File: src/rtl/column_fill_tracker.sv
// Board-occupancy store: one thermometer fill register and one owner register
// per column, a drop-request FSM with valid/ready response, and a registered cell read port.
module column_fill_tracker #(
    parameter int COLS = 7,
    parameter int ROWS = 6,
    parameter int CW   = $clog2(COLS),
    parameter int HW   = $clog2(ROWS + 1)
) (
    input  logic            clk,
    input  logic            resetn,
    input  logic            clear,
    input  logic            drop_valid,
    input  logic [CW-1:0]   drop_col,
    input  logic            drop_player,
    output logic            drop_ready,
    output logic            resp_valid,
    input  logic            resp_ready,
    output logic            resp_ok,
    output logic [1:0]      resp_err,
    output logic [CW-1:0]   resp_col,
    output logic [HW-1:0]   resp_row,
    output logic [COLS-1:0] col_full,
    output logic            board_full,
    output logic [7:0]      move_count,
    input  logic [CW-1:0]   rd_col,
    input  logic [HW-1:0]   rd_row,
    output logic            rd_occ,
    output logic            rd_player
);

    typedef enum logic [1:0] {S_IDLE, S_CHECK, S_WRITE, S_RESP} state_t;

    state_t                      r_state;
    logic [COLS-1:0][ROWS-1:0]   r_fill;
    logic [COLS-1:0][ROWS-1:0]   r_own;
    logic [CW-1:0]               r_col;
    logic                        r_player;
    logic                        r_drop_ready;
    logic                        r_resp_valid;
    logic                        r_resp_ok;
    logic [1:0]                  r_resp_err;
    logic [CW-1:0]               r_resp_col;
    logic [HW-1:0]               r_resp_row;
    logic [7:0]                  r_move_count;
    logic                        r_rd_occ;
    logic                        r_rd_player;

    logic                        w_col_hit;
    logic [ROWS-1:0]             w_sel_fill;
    logic                        w_rd_occ;
    logic                        w_rd_own;

    // Fill is a thermometer code, so the height is simply its population count.
    function automatic logic [HW-1:0] f_height(input logic [ROWS-1:0] f);
        logic [HW-1:0] n;
        n = '0;
        for (int i = 0; i < ROWS; i++)
            n = n + HW'(f[i]);
        return n;
    endfunction

    // Column select by compare keeps out-of-range indices from ever addressing storage.
    always_comb begin
        w_col_hit  = 1'b0;
        w_sel_fill = '0;
        for (int c = 0; c < COLS; c++) begin
            if (r_col == CW'(c)) begin
                w_col_hit  = 1'b1;
                w_sel_fill = r_fill[c];
            end
        end
    end

    always_comb begin
        w_rd_occ = 1'b0;
        w_rd_own = 1'b0;
        for (int c = 0; c < COLS; c++) begin
            for (int r = 0; r < ROWS; r++) begin
                if (rd_col == CW'(c) && rd_row == HW'(r)) begin
                    w_rd_occ = r_fill[c][r];
                    w_rd_own = r_own[c][r];
                end
            end
        end
    end

    always_ff @(posedge clk or negedge resetn) begin
        if (!resetn) begin
            r_state      <= S_IDLE;
            r_fill       <= '0;
            r_own        <= '0;
            r_col        <= '0;
            r_player     <= 1'b0;
            r_drop_ready <= 1'b1;
            r_resp_valid <= 1'b0;
            r_resp_ok    <= 1'b0;
            r_resp_err   <= 2'b00;
            r_resp_col   <= '0;
            r_resp_row   <= '0;
            r_move_count <= 8'd0;
        end else if (clear) begin
            r_state      <= S_IDLE;
            r_fill       <= '0;
            r_own        <= '0;
            r_drop_ready <= 1'b1;
            r_resp_valid <= 1'b0;
            r_resp_ok    <= 1'b0;
            r_resp_err   <= 2'b00;
            r_resp_col   <= '0;
            r_resp_row   <= '0;
            r_move_count <= 8'd0;
        end else begin
            case (r_state)
                S_IDLE: begin
                    if (drop_valid) begin
                        r_col        <= drop_col;
                        r_player     <= drop_player;
                        r_drop_ready <= 1'b0;
                        r_state      <= S_CHECK;
                    end
                end
                S_CHECK: begin
                    r_resp_col <= r_col;
                    if (!w_col_hit) begin
                        r_resp_ok    <= 1'b0;
                        r_resp_err   <= 2'b10;
                        r_resp_row   <= '0;
                        r_resp_valid <= 1'b1;
                        r_state      <= S_RESP;
                    end else if (&w_sel_fill) begin
                        r_resp_ok    <= 1'b0;
                        r_resp_err   <= 2'b01;
                        r_resp_row   <= '0;
                        r_resp_valid <= 1'b1;
                        r_state      <= S_RESP;
                    end else begin
                        r_resp_ok  <= 1'b1;
                        r_resp_err <= 2'b00;
                        r_resp_row <= f_height(w_sel_fill);
                        r_state    <= S_WRITE;
                    end
                end
                S_WRITE: begin
                    for (int c = 0; c < COLS; c++) begin
                        if (r_col == CW'(c)) begin
                            r_fill[c] <= {r_fill[c][ROWS-2:0], 1'b1};
                            for (int r = 0; r < ROWS; r++)
                                if (r_resp_row == HW'(r))
                                    r_own[c][r] <= r_player;
                        end
                    end
                    if (r_move_count != 8'hFF)
                        r_move_count <= r_move_count + 8'd1;
                    r_resp_valid <= 1'b1;
                    r_state      <= S_RESP;
                end
                S_RESP: begin
                    if (resp_ready) begin
                        r_resp_valid <= 1'b0;
                        r_drop_ready <= 1'b1;
                        r_state      <= S_IDLE;
                    end
                end
                default: r_state <= S_IDLE;
            endcase
        end
    end

    always_ff @(posedge clk or negedge resetn) begin
        if (!resetn) begin
            r_rd_occ    <= 1'b0;
            r_rd_player <= 1'b0;
        end else if (clear) begin
            r_rd_occ    <= 1'b0;
            r_rd_player <= 1'b0;
        end else begin
            r_rd_occ    <= w_rd_occ;
            r_rd_player <= w_rd_own & w_rd_occ;
        end
    end

    always_comb begin
        for (int c = 0; c < COLS; c++)
            col_full[c] = &r_fill[c];
    end

    assign board_full = &col_full;
    assign drop_ready = r_drop_ready;
    assign resp_valid = r_resp_valid;
    assign resp_ok    = r_resp_ok;
    assign resp_err   = r_resp_err;
    assign resp_col   = r_resp_col;
    assign resp_row   = r_resp_row;
    assign move_count = r_move_count;
    assign rd_occ     = r_rd_occ;
    assign rd_player  = r_rd_player;

endmodule
File: config.mk
export PLATFORM = sky130hd
export DESIGN_NAME = column_fill_tracker
export DESIGN_NICKNAME = d
export VERILOG_FILES = /design/src/rtl/column_fill_tracker.sv
export SDC_FILE = /design/constraint.sdc
export NUM_CORES = 1
export LEC_CHECK = 0
export CORE_MARGIN = 10
export CORE_UTILIZATION = 45
export DETAILED_ROUTE_END_ITERATION = 7
export MAX_ROUTING_LAYER = met4
export PLACE_DENSITY = 0.65
export SLEW_MARGIN = 20
export SYNTH_ARGS = -nofsm -noshare
export SYNTH_HDL_FRONTEND = slang
export SYNTH_SLANG_ARGS = --single-unit
export TNS_END_PERCENT = 30
File: constraint.sdc
create_clock -name clk -period 5.28 [get_ports clk]
set_clock_uncertainty 0.1 [all_clocks]
set_input_delay 0.792 -clock clk [delete_from_list [all_inputs] [get_ports clk]]
set_output_delay 0.792 -clock clk [all_outputs]
set_load 0.005 [all_outputs]
==> metrics.csv, run 1 <==
stage,metric,value,unit
run_status,status,"complete, no violations",
timing,rsz0062_at_grt,no,
routing,first_pass_iters,5,
routing,route.detailed.drc,0,
synth,synth_fp_nets,678,
synth,ys_seq_area_share,42.8,%
timing,tns,0,ps
floorplanning,dieArea,19600,sq um
final_layout,nets,698,
routing,finalWirelength,16.8,mm
critical_path,critPathMaxFanout,29,
global_routing,first_global_vias,5074,
floorplanning,rows,43,
power_and_ir_drop,switchingPower,0.841,mW
timing,post-route-period-util,73.9,%
floorplanning,io_pins,44,
clock_network,htree_num_levels,3,
timing,tightestPinTransition,1070,ps
timing,fmax,256,MHz
critical_path,cp.required,5470,ps
clock_network,post_cts_resized,0,
final_layout,drive_gt1_share,14.6,%
routing,wl_per_cell,19.7,microns
power_and_ir_drop,p_comb_share,28.0,%
final_layout,seq_area,2780,sq um
synth,netlist_area,6500,sq um
critical_path,crit_arrival,4090,ps
global_routing,grt-ovfl-total,0,
routing,drt.antenna.violating_nets,0,
routing,drt_iter0_markers,406,
power_and_ir_drop,power_frac_clock,24.8,%
critical_path,start_kind,flip-flop,
placed_design,gp_congestion,0.900,
synth,ys_seq_elements,111,
synth,synth.most_common_cell,dfrtp_1,
worst_hold_path,min_path_type,reg -> reg,
routing,vias,4994,
timing,layout_min_cycle_time,3900,ps
critical_path,path_class,reg -> reg,
clock_network,insertion_delay,370,ps
critical_path,endpoint_kind,flip-flop,
final_layout,syn2layout_area_growth,11.8,%
synth,synth_area_leaders,"dfrtp_1 (42%), mux2_2 (9.7%), mux2i_1 (9.1%)",
power_and_ir_drop,power.total,2.56,mW
global_routing,grt_start_max_net_pins,59,
placed_design,portBuffers,43,
synth,synth_ff_type,dfrtp_1,
power_and_ir_drop,sw_frac_of_total,32.9,%
power_and_ir_drop,ir_worst_vdd,0.159,mV
clock_network,cts_root_buffer,clkbuf_16,
synth,synth.top_cells.by_count,"dfrtp_1 (110), nor2_1 (82), nand2_1 (62)",
timing,maxSlewHeadroom,28.9,%
final_layout,n_antenna_cell,0,
synth,async_flop_share,100,%
timing,drv_slew,0,
placed_design,placed_area,7000,sq um
floorplanning,die_height,140,microns
global_routing,grt_first_pass_wirelength,27.8,mm
clock_network,postCtsHoldBufs,0,
clock_network,post_cts_buffers,0,
final_layout,nFillCells,1292,
power_and_ir_drop,seq_power_share,47.2,%
synth,yosysWarnings,0,
floorplanning,dieWidth,140,microns
synth,synthDistinctLibCells,64,
synth,synth-edff-count,0,
clock_network,cts.path.max_buffers,2,
synth,synth_top_cell_by_area,dfrtp_1,
timing,hold_viol_final,0,
clock_network,cts_tree,yes,
global_routing,antenna_found_initial,0,
synth,synth_cells,652,
final_layout,final_cell_area,7260,sq um
timing,finalSetupViolCount,0,
power_and_ir_drop,p_leak,3.15,nW
routing,vias_per_cell,5.83,
synth,yosysTopAreaCellShare,42.4,%
clock_network,cts.clk_slew.worst_paths,70,ps
power_and_ir_drop,powerDensity,352,nW/um^2
clock_network,cts_buffers,9,
placed_design,dp_hpwl,11.8,mm
synth,synth.avg_cell_area,9.96,sq um
power_and_ir_drop,p_int,1.72,mW
job,cap_violations,0,
floorplanning,core-area,14000,sq um
final_layout,multi_input_area,3450,sq um
global_routing,grt_usage,17.8,%
clock_network,clock-sinks,111,
floorplanning,start_util,46.4,%
-- cell usage in the layout (no fill, tap or decap), types with 5 or more instances in the layout --
master           netlist  layout
dfrtp_1              110     110
a21oi_1               19      19
mux4_2                 5       5
and3_1                 5       5
nand2b_1              16      16
mux2_1                 7       7
buf_4                  4       7
nor2b_1               11      10
a211oi_1              10      10
nand2_1               62      62
nor3_1                11      11
nand3b_1              11      11
nand3_1               14      14
nor2_1                82      82
clkbuf_16              0       9
nand4_1               10      10
clkdlybuf4s50_1        0      40
inv_1                 23      23
ha_1                   8       8
o21ai_0               17      17
mux2_2                56      56
mux2i_1               59      59
-- through the flow --
step / hold WS [ps] / std cells / utilization (%) / setup slack (ps)
5_1_grt: 415 / 857 / 51.9 / 1170
2_1_floorplan: 360 / 652 / - / 1850
3_5_place_dp: 377 / 841 / 50.0 / 1420
4_1_cts: 400 / 857 / 51.9 / 1400
6_report: 395 / 857 / 51.9 / 1380
3_3_place_gp: 371 / 841 / 50.0 / 1530
-- worst paths after layout --
check	end	cells past startpoint	slack (ps)	from
min in group asynchronous	resp_valid	1	400	resetn
worst min register to register	r_own[8]	1	390	r_own[8]
max in group asynchronous	r_own[1]	2	3510	resetn
worst max register to register	resp_row[1]	11	1380	r_col[1]
worst max-delay path	resp_row[1]	11	1380	r_col[1]
worst min-delay path	r_own[8]	1	390	r_own[8]
-- flip-flops by register name, summed over array words and instances (netlist names), 2 cells and up --
register / count
move_count: 8
r_state: 2
r_col: 3
resp_col: 3
resp_row: 3
resp_err: 2
r_fill: 42
r_own: 42
-- critical path, cell delays in order, from the launching register on --
cell and delay (ps):
dfrtp_1 1050, mux2_2 420, nand2_1 70, o221ai_1 160, inv_1 130, fa_1 430, fa_1 500, inv_1 50
ha_1 190, fa_1 490, nand3_1 70, a21oi_1 160
-- power by group through the flow --
stage	Sequential, mW	Combinational (mW)	Clock, mW
6_report	1.21	0.717	0.634
5_1_grt	1.24	0.789	0.677
4_1_cts	1.21	0.721	0.649
3_5_place_dp	1.22	0.715	0
3_3_place_gp	1.21	0.695	0
2_1_floorplan	1.11	0.610	0
-- routing by layer --
metal | GRT usage, % | routed length, microns
met1 | 24.0 | 7920
met2 | 26.5 | 7800
met3 | 2.91 | 850
met4 | 6.25 | 280
met5 | - | 0
-- cell type report --
type / count / area share [%]
repair buffers: 49 / 6.38
inverters: 23 / 1.19
multi-input cells: 478 / 47.5
clock inverters: 4 / 0.327
well taps: 180 / 3.10
clock buffers: 12 / 3.26
flip-flops and latches: 111 / 38.3
-- cell families after synthesis --
logic type / after synthesis / share of synthesized area, %
simple gates: 242 / 18.0
mux: 127 / 21.7
flops: 111 / 42.8
compound gates: 94 / 10.3
buf+inv: 63 / 4.20
fa+ha+maj: 11 / 2.47
xor+xnor: 4 / 0.539
Power figures use the tool's default switching activity.
==> run 2, diff against run 1 <==
--- a/config.mk
+++ b/config.mk
@@ -9,7 +9,7 @@
 export CORE_UTILIZATION = 45
 export DETAILED_ROUTE_END_ITERATION = 7
 export MAX_ROUTING_LAYER = met4
-export PLACE_DENSITY = 0.65
+export PLACE_DENSITY = 0.67
 export SLEW_MARGIN = 20
 export SYNTH_ARGS = -nofsm -noshare
 export SYNTH_HDL_FRONTEND = slang
==> constraint.sdc (replaced) <==
create_clock -name clk -period 3.4 [get_ports clk]
set_clock_uncertainty 0.1 [all_clocks]
set_input_delay 0.51 -clock clk [delete_from_list [all_inputs] [get_ports clk]]
set_output_delay 0.51 -clock clk [all_outputs]
set_load 0.005 [all_outputs]
==> run 2 against run 1 <==
  * Cell count increased by 4.2%
  * Cell area up 5.3%
  * Sequential power up 47%
  * Power up 69%
  * Largest power group unchanged
==> metrics.csv, run 2 (synthesis results as in run 1) <==
stage,metric,value,unit,change
floorplanning,start_util,46.4,%,unchanged
final_layout,layout_common_cells,"dfrtp_1 (107), nor2_1 (82), nand2_1 (62), mux2i_1 (59), mux2_2 (56)",,
floorplanning,core-area,14000,sq um,unchanged
final_layout,drive_gt1_share,20.5,%,+5.9 points
timing,tightestPinTransition,728,ps,-338 ps
floorplanning,dieWidth,140,microns,unchanged
critical_path,critPathTopFamily,adder cells,,
timing,fmax,301,MHz,+17%
routing,drt_iter0_markers,542,,+33%
final_layout,final_common_cell,dfrtp_1,,
placed_design,dp_hpwl,12.6,mm,+6.5%
timing,finalSetupViolCount,0,,unchanged
critical_path,endpoint_kind,flip-flop,,
placed_design,portBuffers,43,,unchanged
critical_path,path_class,reg -> reg,,
clock_network,htree_num_levels,3,,unchanged
floorplanning,rows,43,,unchanged
critical_path,start_kind,flip-flop,,
timing,post-route-period-util,97.9,%,+24 points
global_routing,antenna_found_initial,0,,unchanged
timing,layout_min_cycle_time,3330,ps,-576 ps
final_layout,n_antenna_cell,0,,unchanged
global_routing,grt_start_max_net_pins,49,,-17%
routing,wl_per_cell,19.5,microns,-0.59%
critical_path,crit_arrival,3530,ps,-560 ps
timing,tns,0,ps,unchanged
clock_network,cts_tree,yes,,
clock_network,cts.clk_slew.worst_paths,70,ps,about the same
final_layout,syn2layout_area_growth,17.7,%,
routing,first_pass_iters,7,,+2
critical_path,path_cells,"buf_12, mux2i_1, o21ai_1, a221o_1, inv_2, fa_1, fa_1, inv_1, ha_2, fa_1, nand3_1, a21oi_2",,
critical_path,cp_slowest_cell,fa_1,,
clock_network,cts.path.max_buffers,2,,unchanged
final_layout,layoutNonFillerInstCount,893,,+4.2%
final_layout,final_cell_area,7650,sq um,+5.3%
routing,vias_per_cell,5.76,,-1.2%
routing,route.detailed.drc,0,,unchanged
clock_network,clock-sinks,111,,unchanged
floorplanning,io_pins,44,,unchanged
power_and_ir_drop,ir_worst_vdd,0.322,mV,+100%
critical_path,path_buf_inv,3,,+1
placed_design,place_inst,868,,+3.2%
clock_network,cts_root_buffer,clkbuf_16,,
critical_path,crit_top_cell,fa_1,,
timing,layout_setup_ws,72.8,ps,-1300 ps
critical_path,cp.required,3600,ps,-1870 ps
global_routing,first_global_vias,5226,,+3.0%
placed_design,dp_slack,-40.1,ps,-1460 ps
power_and_ir_drop,powerDensity,567,nW/um^2,+61%
global_routing,grt_usage,18.2,%,+0.42 points
worst_hold_path,min_path_type,in -> async,,
placed_design,gp_congestion,0.914,,+1.5%
routing,vias,5142,,+3.0%
timing,hold_viol_final,0,,unchanged
run_status,status,"complete, no violations",,
global_routing,grt_first_pass_wirelength,28.4,mm,+1.9%
job,cap_violations,0,,unchanged
critical_path,critPathMaxFanout,5,,-83%
floorplanning,die_height,140,microns,unchanged
placed_design,placed_area,7220,sq um,+3.1%
routing,finalWirelength,17.5,mm,+3.6%
power_and_ir_drop,p_leak,3.37,nW,+7.0%
timing,maxSlewHeadroom,51.3,%,+22 points
floorplanning,dieArea,19600,sq um,unchanged
routing,drt.antenna.violating_nets,0,,unchanged
clock_network,cts_buffers,9,,unchanged
timing,drv_slew,0,,unchanged
final_layout,final_core_util,54.7,%,+2.8 points
clock_network,insertion_delay,360,ps,about the same
final_layout,nets,736,,+5.4%
critical_path,max_stage_delay,520,ps,-530 ps
clock_network,postCtsHoldBufs,0,,unchanged
global_routing,grt-ovfl-total,0,,unchanged
## run 2: cell types whose count changed in the layout (fill, tap and decap cells not counted), sizes merged
| cell | change |
|---|---|
| clkinv | -3 |
| buf | +38 |
| bufinv | +1 |
## run 2: worst register-to-register path, delay by kind of cell, from the launching register on
family	cells	cell delay (ps)
multiplexers	1	130
buffers and inverters	3	260
AO/OA/AOI/OAI	3	640
AND/OR/NAND/NOR	1	100
adder cells (fa/ha/maj)	4	1600
flip-flops	1	440
## run 2: path summary, 6_finish.rpt
kind                                    end  cells after the start  slack, ps     start
worst min-delay path             r_state[1]                      1         70    resetn
worst min register to register     r_player                      1        400  r_player
worst max-delay path            resp_row[1]                     12         70  r_col[2]
min in group clk                   r_player                      1        400  r_player
max in group asynchronous         r_own[12]                      2       2240    resetn
worst max register to register  resp_row[1]                     12         70  r_col[2]
## run 2: area by class of cell
| type | instances | area [sq um] |
|---|---|---|
| timing repair buffer | 87 | 785 |
| clock inverter | 2 | 38.8 |
| inverter | 23 | 86.3 |
| fill | 1256 | 6340 |
| tap | 180 | 225 |
| sequential | 111 | 2780 |
| clock buffer | 12 | 267 |
| multi-input combinational | 478 | 3460 |
## run 2: layer usage
metal  vias to the layer above  GRT usage [%]  wire [microns]
met5                         -              -               0
met4                         0           6.03             227
met3                        16           3.82             934
met2                       130           26.8            8120
met1                      2577           24.4            8170
li1                       2419              -               -
## run 2: report_power, final
group          internal, mW  switching [mW]
logic                 0.747           0.700
registers              1.60           0.181
clock network         0.627           0.485
## run 2: through the flow
step | hold slack, ps | power (mW)
CTS | 96.8 | 4.22
global route | 130 | 4.56
global placement | 374 | 3.04
detailed placement | 391 | 3.11
finish | 70.8 | 4.34
floorplan | 114 | 2.68
## run 2: timing repair
item / CTS / global route
resized for setup: 1 / 14
setup buffers: 0 / 11
setup endpoints to repair: 1 / 1
pin swaps: 0 / 4
==> run 3, diff against run 2 <==
--- a/config.mk
+++ b/config.mk
@@ -5,12 +5,11 @@
 export SDC_FILE = /design/constraint.sdc
 export NUM_CORES = 1
 export LEC_CHECK = 0
-export CORE_MARGIN = 10
+export CORE_MARGIN = 1
 export CORE_UTILIZATION = 45
 export DETAILED_ROUTE_END_ITERATION = 7
 export MAX_ROUTING_LAYER = met4
 export PLACE_DENSITY = 0.67
-export SLEW_MARGIN = 20
 export SYNTH_ARGS = -nofsm -noshare
 export SYNTH_HDL_FRONTEND = slang
 export SYNTH_SLANG_ARGS = --single-unit
==> run 3 against run 2 <==
  * Utilization fell by 0.56 points
  * Sequential share of layout area rose by 0.36 points
  * Wire length fell by 3.4%
  * Non-clock buffer count fell by 8
  * Maximum frequency rose by 1.6%
  * Highest routed layer unchanged
  * Largest cell class unchanged
  * Cell count fell by 0.78%
  * Cell area fell by 1.0%
  * Via count rose by 0.18%
==> metrics.csv, run 3 (synthesis results as in run 1) <==
stage,metric,value,unit,change
routing,wl_per_cell,19.0,microns,-2.7%
timing,drv_slew,0,,unchanged
power_and_ir_drop,p_int,2.85,mW,-4.0%
power_and_ir_drop,switchingPower,1.35,mW,-1.3%
placed_design,dp_hpwl,12.1,mm,-4.1%
power_and_ir_drop,p_comb_share,31.7,%,-1.7 points
global_routing,grt_usage,24.9,%,+6.7 points
clock_network,insertion_delay,360,ps,about the same
power_and_ir_drop,p_leak,3.32,nW,-1.3%
placed_design,portBuffers,43,,unchanged
final_layout,drive_gt1_share,19.0,%,-1.5 points
final_layout,syn2layout_area_growth,16.5,%,
final_layout,final_common_cell,dfrtp_1,,
power_and_ir_drop,power_frac_clock,25.7,%,about the same
timing,layout_setup_ws,127,ps,+53.8 ps
critical_path,critPathMaxFanout,11,,+6
global_routing,grt_start_max_net_pins,54,,+10%
clock_network,cts.path.max_buffers,2,,unchanged
critical_path,cp.required,3590,ps,about the same
floorplanning,dieWidth,122,microns,-13%
timing,layout_min_cycle_time,3270,ps,-53.8 ps
final_layout,layoutNonFillerInstCount,886,,-0.78%
timing,finalSetupViolCount,0,,unchanged
routing,vias,5151,,+0.18%
global_routing,grt_first_pass_wirelength,27.3,mm,-3.9%
timing,maxSlewHeadroom,48.8,%,-2.5 points
run_status,status,"complete, no violations",,
critical_path,r2r_start,r_col[0],,
power_and_ir_drop,powerDensity,555,nW/um^2,-2.1%
critical_path,r2r_cells,12,,unchanged
routing,first_pass_iters,5,,-2
clock_network,cts_tree,yes,,
routing,finalWirelength,16.9,mm,-3.4%
critical_path,path_class,reg -> reg,,
final_layout,nFillCells,1261,,+0.40%
power_and_ir_drop,ir_worst_vdd,0.277,mV,-14%
clock_network,cts.clk_slew.worst_paths,70,ps,about the same
timing,fmax,305,MHz,+1.6%
placed_design,dp_slack,-16.7,ps,+23.4 ps
placed_design,placed_area,7230,sq um,+0.24%
timing,whs,52.3,ps,-18.4 ps
final_layout,layout_common_cells,"dfrtp_1 (108), nor2_1 (82), nand2_1 (62), mux2i_1 (59), mux2_2 (56)",,
clock_network,clock-sinks,111,,unchanged
clock_network,htree_num_levels,3,,unchanged
critical_path,start_kind,flip-flop,,
timing,tightestPinTransition,766,ps,+37.3 ps
critical_path,crit_arrival,3470,ps,-60 ps
job,cap_violations,0,,unchanged
critical_path,worst-r2r-setup-slack,130,ps,+50 ps
placed_design,place_inst,867,,-0.12%
placed_design,gp_congestion,0.902,,-1.2%
global_routing,grt-ovfl-total,0,,unchanged
final_layout,nets,728,,-1.1%
floorplanning,core-area,14000,sq um,unchanged
timing,rsz0062_at_grt,no,,
routing,drt.antenna.violating_nets,0,,unchanged
routing,vias_per_cell,5.81,,+0.97%
worst_hold_path,min_path_type,in -> async,,
critical_path,r2r-end,resp_row[1],,
global_routing,first_global_vias,5049,,-3.4%
clock_network,postCtsHoldBufs,0,,unchanged
timing,hold_viol_final,0,,unchanged
floorplanning,rows,43,,unchanged
timing,post-route-period-util,96.3,%,-1.6 points
clock_network,cts_root_buffer,clkbuf_16,,
final_layout,n_antenna_cell,0,,unchanged
clock_network,cts_buffers,9,,unchanged
power_and_ir_drop,seq_power_share,42.6,%,+1.6 points
floorplanning,die_height,122,microns,-13%
power_and_ir_drop,sw_frac_of_total,32.1,%,+0.61 points
floorplanning,start_util,46.4,%,unchanged
global_routing,antenna_found_initial,0,,unchanged
timing,tns,0,ps,unchanged
critical_path,endpoint_kind,flip-flop,,
floorplanning,dieArea,14900,sq um,-24%
routing,route.detailed.drc,0,,unchanged
routing,drt_iter0_markers,433,,-20%
final_layout,final_cell_area,7570,sq um,-1.0%
floorplanning,io_pins,44,,unchanged
run 3: changes by cell type in the layout (fill, tap and decap cells not counted), sizes merged:
cell and delta:
clkinv +2, buf -8, inv +1, clkbuf -3
clkinvlp +1
run 3: timing repair:
item	in CTS	in global routing
hold endpoints to repair	0	0
setup buffers	0	4
setup endpoints to repair	1	1
resized for setup	1	3
pin swaps	0	0
run 3: layout make-up:
type                    count  area, sq um  share of cell area, %
flip-flops and latches    111         2780                   36.8
clock buffers               9          225                   2.98
clock inverters             6         68.8                  0.909
inverters                  23         86.3                   1.14
well taps                 180          225                   2.98
multi-input cells         478         3450                   45.6
repair buffers             79          729                   9.64
run 3: power by group through the flow:
stage	Clock, mW	Sequential [mW]	Combinational (mW)
6_report	1.08	1.79	1.33
5_1_grt	1.15	1.82	1.45
4_1_cts	1.10	1.79	1.29
3_5_place_dp	0	1.81	1.28
3_3_place_gp	0	1.79	1.25
2_1_floorplan	0	1.73	0.948
run 3: worst max path at each step:
stage / slack (ps) / cells past startpoint / startpoint / end
detailed placement: -20 / 11 / r_col[1] / resp_row[1]
global route: 20 / 12 / r_col[0] / resp_row[1]
finish: 130 / 12 / r_col[0] / resp_row[1]
floorplan: 60 / 13 / r_col[1] / resp_row[1]
CTS: 80 / 12 / r_col[0] / resp_row[1]
global placement: 60 / 12 / r_col[1] / resp_row[1]
run 3: per-layer routing:
metal	share of wire [%]	routed length, microns	vias to the layer above	global-route usage [%]
li1	-	-	2403	-
met1	47	7920	2575	34.2
met2	47	7910	152	37.9
met3	4.5	756	21	3.51
met4	1.6	272	0	8.00
met5	0	0	-	-
run 3: critical path: stages, from the launching register on:
cell      delay, ps
dfrtp_1         430
buf_6           170
nand3b_1         80
o21ai_0          90
a221o_1         370
inv_1            80
fa_1            440
fa_1            490
inv_1            50
ha_1            180
fa_1            480
nand3_1          90
a21oi_2         150
run 3: stage by stage:
| step | utilization (%) | total power, mW |
|---|---|---|
| final | 54.1 | 4.20 |
| after global routing | 54.1 | 4.42 |
| after CTS | 53.8 | 4.19 |
| after detailed placement | 51.7 | 3.10 |
| after global placement | 51.7 | 3.04 |
| after floorplan | - | 2.68 |
